File: src/rtl/text_console_pkg.sv
// Shared types and constants for the text console byte interpreter.
package text_pkg;

  // Default screen geometry and tab spacing.
  localparam int COLS_DEF  = 80;
  localparam int ROWS_DEF  = 30;
  localparam int TAB_W_DEF = 8;

  // Counter and character widths on the display write port.
  localparam int X_W   = 7;
  localparam int Y_W   = 6;
  localparam int CHR_W = 9;

  // Control codes interpreted by the console.
  localparam logic [7:0] CH_BS    = 8'h08;
  localparam logic [7:0] CH_TAB   = 8'h09;
  localparam logic [7:0] CH_LF    = 8'h0A;
  localparam logic [7:0] CH_FF    = 8'h0C;
  localparam logic [7:0] CH_CR    = 8'h0D;
  localparam logic [7:0] CH_SPACE = 8'h20;

  // ST_RESET is held only while reset is asserted and for the first clock after release.
  typedef enum logic [1:0] {
    ST_RESET      = 2'd0,
    ST_IDLE       = 2'd1,
    ST_CLR_LINE   = 2'd2,
    ST_CLR_SCREEN = 2'd3
  } console_state_t;

  // Bytes 0x20..0x7E are written to the screen as glyphs.
  function automatic logic is_printable(input logic [7:0] b);
    return (b >= 8'h20) && (b <= 8'h7E);
  endfunction

endpackage

File: src/rtl/text_console_if.sv
// Byte input handshake, display cell-write port and cursor status of the text console.
//
// Handshake: a byte moves from source to console on a rising clk_sys edge where
// in_valid and in_ready are both high. in_data only needs to be stable around that
// edge. in_ready does not depend on in_valid. char_str is a one-cycle write strobe
// with no back-pressure; char_x/char_y/char_chr are meaningful only while it is high.
interface text_console_if;
  import text_pkg::*;

  logic [7:0]       in_data;
  logic             in_valid;
  logic             in_ready;

  logic [X_W-1:0]   char_x;
  logic [Y_W-1:0]   char_y;
  logic [CHR_W-1:0] char_chr;
  logic             char_str;

  logic [X_W-1:0]   cur_x;
  logic [Y_W-1:0]   cur_y;
  logic             busy;

  console_state_t   dbg_state;

  // Console side: consumes bytes, drives the display port and status.
  modport slave (
    input  in_data, in_valid,
    output in_ready, char_x, char_y, char_chr, char_str, cur_x, cur_y, busy, dbg_state
  );

  // Byte source / display side.
  modport master (
    output in_data, in_valid,
    input  in_ready, char_x, char_y, char_chr, char_str, cur_x, cur_y, busy, dbg_state
  );

endinterface

File: src/rtl/text_console.sv
// Terminal-style byte interpreter: keeps a cursor, turns printable bytes into cell
// writes and sequences line/screen clears as runs of space writes.
module text_console
  import text_pkg::*;
#(
  parameter int COLS       = COLS_DEF,
  parameter int ROWS       = ROWS_DEF,
  parameter int TAB_W      = TAB_W_DEF,
  parameter bit CLR_ON_RST = 1'b1
) (
  input  logic          clk_sys,
  input  logic          btn_rst_n,
  text_console_if.slave con
);

  localparam logic [X_W-1:0] X_LAST   = X_W'(COLS - 1);
  localparam logic [X_W-1:0] X_END    = X_W'(COLS);
  localparam logic [Y_W-1:0] Y_LAST   = Y_W'(ROWS - 1);
  localparam logic [Y_W-1:0] Y_END    = Y_W'(ROWS);
  localparam logic [7:0]     TAB_MASK = 8'(TAB_W - 1);
  localparam logic [7:0]     COLS_8   = 8'(COLS);

  console_state_t   state_q, state_d;

  logic [X_W-1:0]   cur_x_q, cur_x_d;
  logic [Y_W-1:0]   cur_y_q, cur_y_d;
  // Clear sequencer position; one past the last cell marks "all strobes issued".
  logic [X_W-1:0]   clr_x_q, clr_x_d;
  logic [Y_W-1:0]   clr_y_q, clr_y_d;

  logic [X_W-1:0]   char_x_q, char_x_d;
  logic [Y_W-1:0]   char_y_q, char_y_d;
  logic [CHR_W-1:0] char_chr_q, char_chr_d;
  logic             char_str_q, char_str_d;
  logic             in_ready_q, in_ready_d;
  logic             busy_q, busy_d;

  logic             accept;
  logic             printable;
  logic [7:0]       tab_sum;
  logic             do_nl;

  assign accept    = (state_q == ST_IDLE) && con.in_valid;
  assign printable = is_printable(con.in_data);
  // Next tab stop, kept at 8 bits so the last stop past column 79 does not wrap.
  assign tab_sum   = ({1'b0, cur_x_q} | TAB_MASK) + 8'd1;

  // State register.
  always_ff @(posedge clk_sys or negedge btn_rst_n) begin
    if (!btn_rst_n) begin
      state_q <= ST_RESET;
    end else begin
      state_q <= state_d;
    end
  end

  // Next state, cursor and clear-sequencer position.
  always_comb begin
    state_d = state_q;
    cur_x_d = cur_x_q;
    cur_y_d = cur_y_q;
    clr_x_d = clr_x_q;
    clr_y_d = clr_y_q;
    do_nl   = 1'b0;

    case (state_q)
      ST_RESET: begin
        state_d = CLR_ON_RST ? ST_CLR_SCREEN : ST_IDLE;
        clr_x_d = '0;
        clr_y_d = '0;
      end

      ST_IDLE: begin
        if (accept) begin
          if (printable) begin
            if (cur_x_q == X_LAST) begin
              do_nl = 1'b1;
            end else begin
              cur_x_d = cur_x_q + X_W'(1);
            end
          end else begin
            case (con.in_data)
              CH_CR:  cur_x_d = '0;
              CH_LF:  do_nl = 1'b1;
              CH_BS: begin
                if (cur_x_q != '0) begin
                  cur_x_d = cur_x_q - X_W'(1);
                end
              end
              CH_TAB: begin
                if (tab_sum >= COLS_8) begin
                  do_nl = 1'b1;
                end else begin
                  cur_x_d = tab_sum[X_W-1:0];
                end
              end
              CH_FF: begin
                state_d = ST_CLR_SCREEN;
                clr_x_d = '0;
                clr_y_d = '0;
              end
              default: ;
            endcase
          end

          // Newline moves to the next row (wrapping to the top) and blanks it.
          if (do_nl) begin
            cur_x_d = '0;
            cur_y_d = (cur_y_q == Y_LAST) ? '0 : cur_y_q + Y_W'(1);
            state_d = ST_CLR_LINE;
            clr_x_d = '0;
          end
        end
      end

      ST_CLR_LINE: begin
        if (clr_x_q == X_END) begin
          state_d = ST_IDLE;
        end else begin
          clr_x_d = clr_x_q + X_W'(1);
        end
      end

      ST_CLR_SCREEN: begin
        if (clr_y_q == Y_END) begin
          state_d = ST_IDLE;
          cur_x_d = '0;
          cur_y_d = '0;
        end else if (clr_x_q == X_LAST) begin
          clr_x_d = '0;
          clr_y_d = clr_y_q + Y_W'(1);
        end else begin
          clr_x_d = clr_x_q + X_W'(1);
        end
      end

      default: state_d = ST_IDLE;
    endcase
  end

  // Next values of the registered write port and status outputs.
  always_comb begin
    char_x_d   = char_x_q;
    char_y_d   = char_y_q;
    char_chr_d = char_chr_q;
    char_str_d = 1'b0;

    case (state_q)
      ST_IDLE: begin
        if (accept && printable) begin
          char_str_d = 1'b1;
          char_x_d   = cur_x_q;
          char_y_d   = cur_y_q;
          char_chr_d = {1'b0, con.in_data};
        end
      end
      ST_CLR_LINE: begin
        if (clr_x_q != X_END) begin
          char_str_d = 1'b1;
          char_x_d   = clr_x_q;
          char_y_d   = cur_y_q;
          char_chr_d = {1'b0, CH_SPACE};
        end
      end
      ST_CLR_SCREEN: begin
        if (clr_y_q != Y_END) begin
          char_str_d = 1'b1;
          char_x_d   = clr_x_q;
          char_y_d   = clr_y_q;
          char_chr_d = {1'b0, CH_SPACE};
        end
      end
      default: ;
    endcase

    in_ready_d = (state_d == ST_IDLE);
    busy_d     = (state_d == ST_CLR_LINE) || (state_d == ST_CLR_SCREEN);
  end

  // Cursor, sequencer and output registers.
  always_ff @(posedge clk_sys or negedge btn_rst_n) begin
    if (!btn_rst_n) begin
      cur_x_q    <= '0;
      cur_y_q    <= '0;
      clr_x_q    <= '0;
      clr_y_q    <= '0;
      char_x_q   <= '0;
      char_y_q   <= '0;
      char_chr_q <= '0;
      char_str_q <= 1'b0;
      in_ready_q <= 1'b0;
      busy_q     <= 1'b0;
    end else begin
      cur_x_q    <= cur_x_d;
      cur_y_q    <= cur_y_d;
      clr_x_q    <= clr_x_d;
      clr_y_q    <= clr_y_d;
      char_x_q   <= char_x_d;
      char_y_q   <= char_y_d;
      char_chr_q <= char_chr_d;
      char_str_q <= char_str_d;
      in_ready_q <= in_ready_d;
      busy_q     <= busy_d;
    end
  end

  assign con.in_ready  = in_ready_q;
  assign con.char_x    = char_x_q;
  assign con.char_y    = char_y_q;
  assign con.char_chr  = char_chr_q;
  assign con.char_str  = char_str_q;
  assign con.cur_x     = cur_x_q;
  assign con.cur_y     = cur_y_q;
  assign con.busy      = busy_q;
  assign con.dbg_state = state_q;

endmodule
File: src/flat_wrapper.sv
// flat-port wrapper written by rule: the top's interface ports become plain ports
module text_console_flat import text_pkg::*;
#(
  parameter int COLS       = COLS_DEF,
  parameter int ROWS       = ROWS_DEF,
  parameter int TAB_W      = TAB_W_DEF,
  parameter bit CLR_ON_RST = 1'b1
)
  (clk_sys, btn_rst_n, con_in_data, con_in_valid, con_in_ready, con_char_x, con_char_y, con_char_chr, con_char_str, con_cur_x, con_cur_y, con_busy, con_dbg_state);
  text_console_if con_i ();
  input  logic clk_sys;
  input  logic btn_rst_n;
  input wire logic [$bits(con_i.in_data)-1:0] con_in_data;
  input wire logic [$bits(con_i.in_valid)-1:0] con_in_valid;
  output wire logic [$bits(con_i.in_ready)-1:0] con_in_ready;
  output wire logic [$bits(con_i.char_x)-1:0] con_char_x;
  output wire logic [$bits(con_i.char_y)-1:0] con_char_y;
  output wire logic [$bits(con_i.char_chr)-1:0] con_char_chr;
  output wire logic [$bits(con_i.char_str)-1:0] con_char_str;
  output wire logic [$bits(con_i.cur_x)-1:0] con_cur_x;
  output wire logic [$bits(con_i.cur_y)-1:0] con_cur_y;
  output wire logic [$bits(con_i.busy)-1:0] con_busy;
  output wire logic [$bits(con_i.dbg_state)-1:0] con_dbg_state;
  assign con_i.in_data = con_in_data;
  assign con_i.in_valid = con_in_valid;
  assign con_in_ready = con_i.in_ready;
  assign con_char_x = con_i.char_x;
  assign con_char_y = con_i.char_y;
  assign con_char_chr = con_i.char_chr;
  assign con_char_str = con_i.char_str;
  assign con_cur_x = con_i.cur_x;
  assign con_cur_y = con_i.cur_y;
  assign con_busy = con_i.busy;
  assign con_dbg_state = con_i.dbg_state;
  text_console #(.COLS(COLS), .ROWS(ROWS), .TAB_W(TAB_W), .CLR_ON_RST(CLR_ON_RST)) u_core (.clk_sys(clk_sys), .btn_rst_n(btn_rst_n), .con(con_i));
endmodule
File: config.mk
export PLATFORM = sky130hd
export DESIGN_NAME = text_console_flat
export DESIGN_NICKNAME = d
export VERILOG_FILES = /design/src/rtl/text_console_pkg.sv /design/src/rtl/text_console_if.sv /design/src/rtl/text_console.sv /design/src/flat_wrapper.sv
export SDC_FILE = /design/constraint.sdc
export NUM_CORES = 1
export LEC_CHECK = 0
export CORE_ASPECT_RATIO = 0.5
export CORE_MARGIN = 4
export CORE_UTILIZATION = 50
export DETAILED_ROUTE_END_ITERATION = 16
export GPL_TIMING_DRIVEN = 0
export PLACE_DENSITY = 0.85
export SLEW_MARGIN = 40
export SYNTH_ARGS = -nofsm -noshare
export SYNTH_HDL_FRONTEND = slang
export SYNTH_SLANG_ARGS = --single-unit
File: constraint.sdc
create_clock -name clk_sys -period 6 [get_ports clk_sys]
set_input_delay 0.6 -clock clk_sys [delete_from_list [all_inputs] [get_ports clk_sys]]
set_output_delay 0.6 -clock clk_sys [all_outputs]
set_load 0.02 [all_outputs]
**Yosys cells after proc, flatten, opt, wreduce, memory -nomap -nowiden**

Index checks and enable logic that the tools add are counted.

- Bits of input ports: 11
- Register bits after elaboration: 53
- Output and inout port bits: 40
- Logic and storage cells: 126

- Add/sub/neg operators: 6
- Reductions and logical operators: 14
- Magnitude comparators: 3
- Equality and inequality tests: 35
- Multiplexer cells: 57

Operators by type and width:

| cell | number |
|---|---|
| $mux W7 | 17 |
| $mux W6 | 12 |
| $pmux W7 S3 | 2 |
| $eq A8 B4 Y1 const B | 5 |
| $pmux W6 S3 | 2 |
| $pmux W7 S4 | 1 |
| $mux W9 | 3 |
| $pmux W9 S3 | 1 |
| $eq A7 B7 Y1 const B | 3 |
| $add A7 B1 Y7 const B | 2 |
| $pmux W7 S2 | 1 |
| $add A6 B1 Y6 const B | 2 |
| $eq A6 B5 Y1 const B | 2 |
| $mux W2 | 6 |
| $ne A2 B2 Y1 const B | 6 |
| $ne A6 B5 Y1 const B | 2 |
| $pmux W6 S2 | 1 |
| $ne A2 B1 Y1 const B | 5 |
| $ne A5 B4 Y1 const B | 2 |
| $add A7 B1 Y8 const B | 1 |
| $eq A2 B2 Y1 const B | 4 |
| $ge A8 B6 Y1 const B | 1 |
| $ge A8 B7 Y1 const B | 1 |
| $le A8 B7 Y1 const B | 1 |
| 19 further kinds | 32 |

**Logic depth before layout (Yosys ltp)**

Gate-level depths: netlist of run 1.

- Depth after elaboration: 12
- Gate-level depth with buffers: 10
- Depth with buffers taken out: 8

**Least setup slack after synthesis of run 1**

OpenSTA, ideal clock, no wires.

- Kind: reg-to-reg
- Start point: register u_core.cur_x_q[4], in the netlist u_core.con.cur_x[4]
- End point: register u_core.cur_x_q[5], in the netlist u_core.con.cur_x[5]
- Setup slack: 3474 ps
- Stages on the path, launching flop included: 10
- Buffers on the path: 1
- Arrival time: 2434 ps
- Clock period less this slack: 2526 ps
- Required time: 5908 ps
- Setup time: 92 ps
- Cells stage by stage: dfrtp_1 -> buf_2 -> inv_1 -> ha_1 -> or2_0 -> a21oi_1 -> nor4_4 -> or2_2 -> or3_4 -> o31ai_2

- Longest elaborated chain between the ends: 10
- Elaborated cells on any way between the ends: 25
- Classes of those cells: 3 x add/sub; 1 x order compare; 5 x eq/ne; 14 x mux; 2 x reduce/logical

RTL lines:

| item | line | text |
|---|---|---|
| from (decl) | text_console.sv:25 | `logic [X_W-1:0] cur_x_q, cur_x_d;` |
| from (signal assigned) | text_console.sv:194 | `cur_x_q <= cur_x_d;` |
| $add A7 B1 Y8 | text_console.sv:46 | `assign tab_sum = ({1'b0, cur_x_q} \| TAB_MASK) + 8'd1;` |
| $ge A8 B7 Y1 | text_console.sv:91 | `if (tab_sum >= COLS_8) begin` |
| $mux W1 | text_console.sv:91 |  |
| $pmux W1 S2 | text_console.sv:82 | `case (con.in_data)` |
| $mux W1 | text_console.sv:75 | `if (printable) begin` |
| $mux W1 | text_console.sv:74 | `if (accept) begin` |
| $mux W1 | text_console.sv:66 | `case (state_q)` |
| $mux W7 | text_console.sv:107 | `if (do_nl) begin` |
| $mux W7 | text_console.sv:74 |  |
| $pmux W7 S2 | text_console.sv:66 |  |

Several ways; a longest one is shown, not always the timed one. The select of a mux whose other input is x is not followed.
A chain may end at the register's enable or synchronous reset.

**Worst setup path in the final report of run 1**

- Start point: input con_in_data[1]
- End point: register u_core.clr_y_q[4]

- Longest elaborated chain between the ends: 4
- Elaborated cells on any way between the ends: 7
- Classes of those cells: 2 x order compare; 3 x eq/ne; 2 x reduce/logical

RTL lines:

| item | line | text |
|---|---|---|
| from (decl) | flat_wrapper.sv:13 | `input wire logic [$bits(con_i.in_data)-1:0] con_in_data;` |
| $ge A8 B6 Y1 / $le A8 B7 Y1 (equally long branches) | text_console_pkg.sv:32 | `return (b >= 8'h20) && (b <= 8'h7E);` |
| $logic_and A1 B1 Y1 | text_console_pkg.sv:32 |  |
| $ne A2 B2 Y1 (no line) | - |  |
| $reduce_and A6 Y1 (no line) * | - |  |
| to (signal assigned) | text_console.sv:197 | `clr_y_q <= clr_y_d;` |
| to (decl) | text_console.sv:29 | `logic [Y_W-1:0] clr_y_q, clr_y_d;` |

Mark *: on every way between the ends. The rest lies on a longest branch, timed or not.

==> results.json, run 1 <==
{
  "vias": 2914,
  "critPathMostFrequentCell": "nand2_1",
  "hold_class": "input pin to asynchronous set/reset pin",
  "outcome": "finished clean",
  "crit_required_ps": 6150,
  "clockBufferDepth": 2,
  "finalNetCount": 449,
  "clk_latency_ps": 290,
  "drc": 0,
  "synth_edf_count": 0,
  "power_uw": 654,
  "synth-main-ff-cell": "dfrtp_1",
  "cp_max_fo": 10,
  "ctsHoldBuffers": 0,
  "final_common_cell": "dfrtp_1",
  "cts_tree": "yes",
  "cts_root_buffer": "clkbuf_16",
  "synthesis.area_sq_um": 3180,
  "n_antenna_cell": 0,
  "port_buffers": 48,
  "initial_core_util": 0.521,
  "rsz0062_at_grt": "no",
  "syn_inst": 367,
  "drt-initial-drc-count": 276,
  "regArea_sq_um": 1280,
  "synthArstFlopShare": 1.00,
  "cts_resized": 0,
  "pin_count": 51,
  "routed_via_density": 5.69,
  "worstMarginPinSlew_ps": 655,
  "critical_path.max_stage_delay_ps": 600,
  "synth_area_per_cell_sq_um": 8.67,
  "finalCritPeriodShare": 0.467,
  "dp_hpwl_microns": 6110,
  "setup_violations": 0,
  "core_sq_um": 6110,
  "finalHoldViolCount": 0,
  "antenna_found_initial": 0,
  "crit_type": "input pin to register",
  "setup_tns_ps": 0,
  "worst_setup_path_end_kind": "register",
  "critPathLaunchType": "input pin",
  "dieArea_sq_um": 7780,
  "fillers": 510,
  "layout.cells.non_filler": 512,
  "grt_pass1_wl_microns": 13600,
  "leakagePower_uw": 0.00163,
  "powerDensity_nw_per_um2": 166,
  "ys_seq_elements": 51,
  "grt_use_total": 0.217,
  "arrival_ps": 2960,
  "crit_chain": "clkdlybuf4s50_1, or4b_4, nor4_1, a21o_1, nand2_1, nand2_1, o221ai_1",
  "placementRows": 20,
  "synth_fp_nets": 393,
  "postCtsSetupRepairBufs": 0,
  "clkTransAtPathRegs_ps": 70,
  "fin_area_sq_um": 3930,
  "gp_congestion": 0.955,
  "vdd_drop_max_mv": 0.142,
  "grt_pass1_vias": 2822,
  "htree_levels": 2,
  "fin_util": 0.643,
  "maxSlewViolCount": 0,
  "die_x_microns": 121,
  "grt-ovfl-total": 0,
  "postRouteAntennaNets": 0,
  "cts_inserted_buffers": 5,
  "die_h_microns": 64.4,
  "synthDistinctLibCells": 59,
  "drive_above_1_share": 0.0755,
  "fin_crit_ps": 2800,
  "maxCapViolations": 0,
  "first_pass_iters": 4,
  "fmax_mhz": 357,
  "critPathSlowestCell": "or4b_4",
  "slew_headroom": 0.559,
  "multi_input_area_sq_um": 1730,
  "yosysWarnings": 0,
  "wire_per_inst_microns": 15.8,
  "cts.sinks": 51,
  "seq_area_frac_synth": 0.401,
  "post-place-cells": 504,
  "fin_skew_ps": 8.31,
  "grt_max_degree": 32,
  "mostFrequentLayoutCells": "dfrtp_1 (51), clkdlybuf4s50_1 (47), nand2_1 (34)",
  "drt_wl_total_microns": 8090,
  "areaGrowthSynthToFinish_pct": 23.5,
  "place_area_sq_um": 3790
}
## per-layer routing
layer	vias up	track usage	wire length, microns
li1	1438	-	-
met1	1382	0.298	3770
met2	86	0.356	3820
met3	8	0.0442	417
met4	0	0.0466	81
met5	-	0	0
## worst max-delay path, delay by kind of cell
kind	cells	cell delay, ps
compound gates	2	340
buf+inv	1	520
simple gates	4	1490
## power by group
part / total [uW] / leakage, uW / switching (uW) / internal, uW
Clock: 278 / 0.0000733 / 126 / 152
Sequential: 344 / 0.000648 / 0 / 344
Combinational: 32.1 / 0.000910 / 20.0 / 12.1
Total: 654 / 0.00163 / 146 / 508
## cells by family after synthesis
kind of cell    share of synthesized area
simple gates                        0.230
fa+ha+maj                          0.0590
flops                               0.401
buf+inv                            0.0539
other cells                       0.00118
compound gates                      0.216
mux                                0.0382
## worst paths after layout
| kind | start | end | slack [ps] | cells past startpoint |
|---|---|---|---|---|
| setup / recovery | con_in_data[1] | u_core.clr_y_q[4] | 3200 | 7 |
| hold / removal | btn_rst_n | u_core.con.cur_x[5] | 180 | 1 |
| setup reg to reg | u_core.con.cur_x[4] | u_core.con.cur_x[5] | 3380 | 9 |
| hold reg to reg | u_core.clr_y_q[4] | u_core.clr_y_q[4] | 530 | 2 |
| max in group asynchronous | btn_rst_n | u_core.con.char_chr[5] | 5350 | 2 |
| min in group clk_sys | u_core.clr_y_q[4] | u_core.clr_y_q[4] | 530 | 2 |
## cell usage after synthesis, types with 5 or more instances
master | instances | share of area
clkbuf_1 | 12 | 0.014
nand2_1 | 34 | 0.040
a21oi_1 | 24 | 0.038
dfrtp_1 | 51 | 0.40
nand3_1 | 21 | 0.033
o21a_1 | 5 | 0.012
inv_1 | 20 | 0.024
o21ai_0 | 32 | 0.050
buf_2 | 5 | 0.0079
mux2i_1 | 11 | 0.035
nor2_1 | 32 | 0.038
a31oi_1 | 9 | 0.018
nor3_1 | 10 | 0.016
and3_1 | 12 | 0.024
ha_1 | 15 | 0.059
## cell type report
class | count | area share
sequential | 51 | 0.325
clock buffer | 5 | 0.0318
clock inverter | 3 | 0.00382
buffer | 20 | 0.0236
tap | 88 | 0.0280
inverter | 21 | 0.0201
timing repair buffer | 49 | 0.127
multi-input combinational | 275 | 0.441
## flip-flops by register name, summed over array words and instances, names as in the netlist
name                  flops
u_core.con.char_y         6
u_core.clr_x_q            7
u_core.con.char_x         7
u_core.con.dbg_state      1
u_core.con.cur_x          7
u_core.con.cur_y          6
u_core.con.char_chr       8
u_core.con.in_ready       1
u_core.con.busy           1
u_core.clr_y_q            6
u_core.con.char_str       1
## through the flow
stage	setup WS (ps)	hold slack (ps)
after floorplan	3470	304
after global placement	2800	510
after detailed placement	2930	510
after CTS	3220	197
after global routing	3090	208
final	3200	184
Power figures use the tool's default switching activity.
==> inputs of run 2 (changes only) <==
clock period = 2.6 ns   (was 6 ns; I/O delays follow)
==> results.json, run 2 (synthesized netlist as in run 1, its figures left out) <==
{
  "routed_via_density": 5.81,
  "antenna_found_initial": 0,
  "fin_crit_ps": 2490,
  "cts_inserted_buffers": 5,
  "hold_class": "input pin to register",
  "areaGrowthSynthToFinish_pct": 24.8,
  "dp_hpwl_microns": 6110,
  "vdd_drop_max_mv": 0.322,
  "drive_above_1_share": 0.0894,
  "arrival_ps": 2650,
  "slew_headroom": 0.537,
  "fin_area_sq_um": 3970,
  "die_x_microns": 121,
  "worst_setup_path_end_kind": "register",
  "setup_violations": 0,
  "setup_tns_ps": 0,
  "critPathLaunchType": "input pin",
  "clk_latency_ps": 290,
  "crit_chain": "clkdlybuf4s50_1, or4b_4, nor4_1, a21o_1, nand2_1, nand2_1, o221ai_1",
  "gp_congestion": 0.955,
  "worstMarginPinSlew_ps": 689,
  "maxSlewViolCount": 0,
  "grt_pass1_vias": 2831,
  "htree_levels": 2,
  "port_buffers": 48,
  "postCtsSetupRepairBufs": 0,
  "place_area_sq_um": 3790,
  "grt-ovfl-total": 0,
  "critPathSlowestCell": "or4b_4",
  "hold_ws_ps": 329,
  "postRouteAntennaNets": 0,
  "grt_max_degree": 32,
  "core_sq_um": 6110,
  "crit_type": "input pin to register",
  "drt-initial-drc-count": 318,
  "critical_path.max_stage_delay_ps": 600,
  "cts.sinks": 51,
  "vias": 2980,
  "initial_core_util": 0.521,
  "layout.cells.non_filler": 513,
  "wire_per_inst_microns": 15.9,
  "crit_required_ps": 2750,
  "power_uw": 1510,
  "n_antenna_cell": 0,
  "fin_skew_ps": 8.58,
  "largest_register_ffs": 8,
  "grt_use_total": 0.217,
  "cts_root_buffer": "clkbuf_16",
  "finalCritPeriodShare": 0.959,
  "powerDensity_nw_per_um2": 380,
  "pin_count": 51,
  "post-place-cells": 504,
  "placementRows": 20,
  "rsz0062_at_grt": "no",
  "critPathMostFrequentCell": "nand2_1",
  "first_pass_iters": 5,
  "fillers": 501,
  "grt_pass1_wl_microns": 13600,
  "mostFrequentLayoutCells": "dfrtp_1 (50), clkdlybuf4s50_1 (47), nand2_1 (34)",
  "cp_max_fo": 10,
  "finalHoldViolCount": 0,
  "die_h_microns": 64.4,
  "clockBufferDepth": 2,
  "leakagePower_uw": 0.00164,
  "finalNetCount": 450,
  "outcome": "finished clean",
  "cts_tree": "yes",
  "clkTransAtPathRegs_ps": 60,
  "fmax_mhz": 401,
  "maxCapViolations": 0,
  "drt_wl_total_microns": 8150,
  "drc": 0,
  "final_common_cell": "dfrtp_1",
  "dieArea_sq_um": 7780
}
==> run 2: cell count changes in the layout (fill, tap and decap cells not counted), sizes merged <==
cell / delta
buf: -1
dlygate4sd3: +1
clkbuf: +1
==> run 2: worst max-delay path: cells and delay by family <==
kind / cells / cell delay (ps)
compound gates: 2 / 340
buf+inv: 1 / 530
simple gates: 4 / 1520
==> run 2: power breakdown <==
part / total, uW / leakage (uW) / internal [uW] / switching [uW]
combinational: 75.7 / 0.000919 / 29.0 / 46.7
clock: 640 / 0.0000733 / 352 / 288
sequential: 793 / 0.000648 / 793 / 0
total: 1510 / 0.00164 / 1170 / 335
==> run 2: what timing repair did <==
item	in CTS	in global routing
hold endpoints to repair	20	0
endpoints found under the setup margin	1	23
hold buffers	1	0
pin swaps	0	2
gates resized for setup	2	9
==> run 2: metrics by stage <==
step	setup WS (ps)	util
after floorplan	74.3	-
after global placement	-257	0.618
after detailed placement	-128	0.620
after CTS	34.7	0.646
after global routing	0.500	0.650
final	105	0.650
==> run 2: path summary, 6_finish.rpt <==
path	start	endpoint	slack, ps	cells past startpoint
max in group asynchronous	btn_rst_n	u_core.con.char_chr[5]	1740	3
worst max-delay path	con_in_data[1]	u_core.clr_y_q[4]	110	7
min in group asynchronous	btn_rst_n	u_core.con.cur_x[5]	390	2
worst max register to register	u_core.con.cur_x[4]	u_core.clr_x_q[6]	160	10
worst min-delay path	con_in_data[2]	u_core.con.char_chr[2]	330	3
worst min register to register	u_core.clr_y_q[4]	u_core.clr_y_q[4]	530	2
==> run 2: cell type report <==
class                           instances  area (sq um)  area share
Buffer                                 20           101      0.0255
Clock buffer                            5           125      0.0315
Clock inverter                          3          15.0     0.00378
Inverter                               21          78.8      0.0199
Multi-Input combinational cell        275          1750       0.442
Sequential cell                        51          1280       0.322
Tap cell                               88           110      0.0277
Timing Repair Buffer                   50           508       0.128
==> run 2: per-layer routing <==
metal	track usage	wire, microns
met1	0.297	3720
met2	0.357	3860
met3	0.0442	475
met4	0.0466	91
met5	0	0
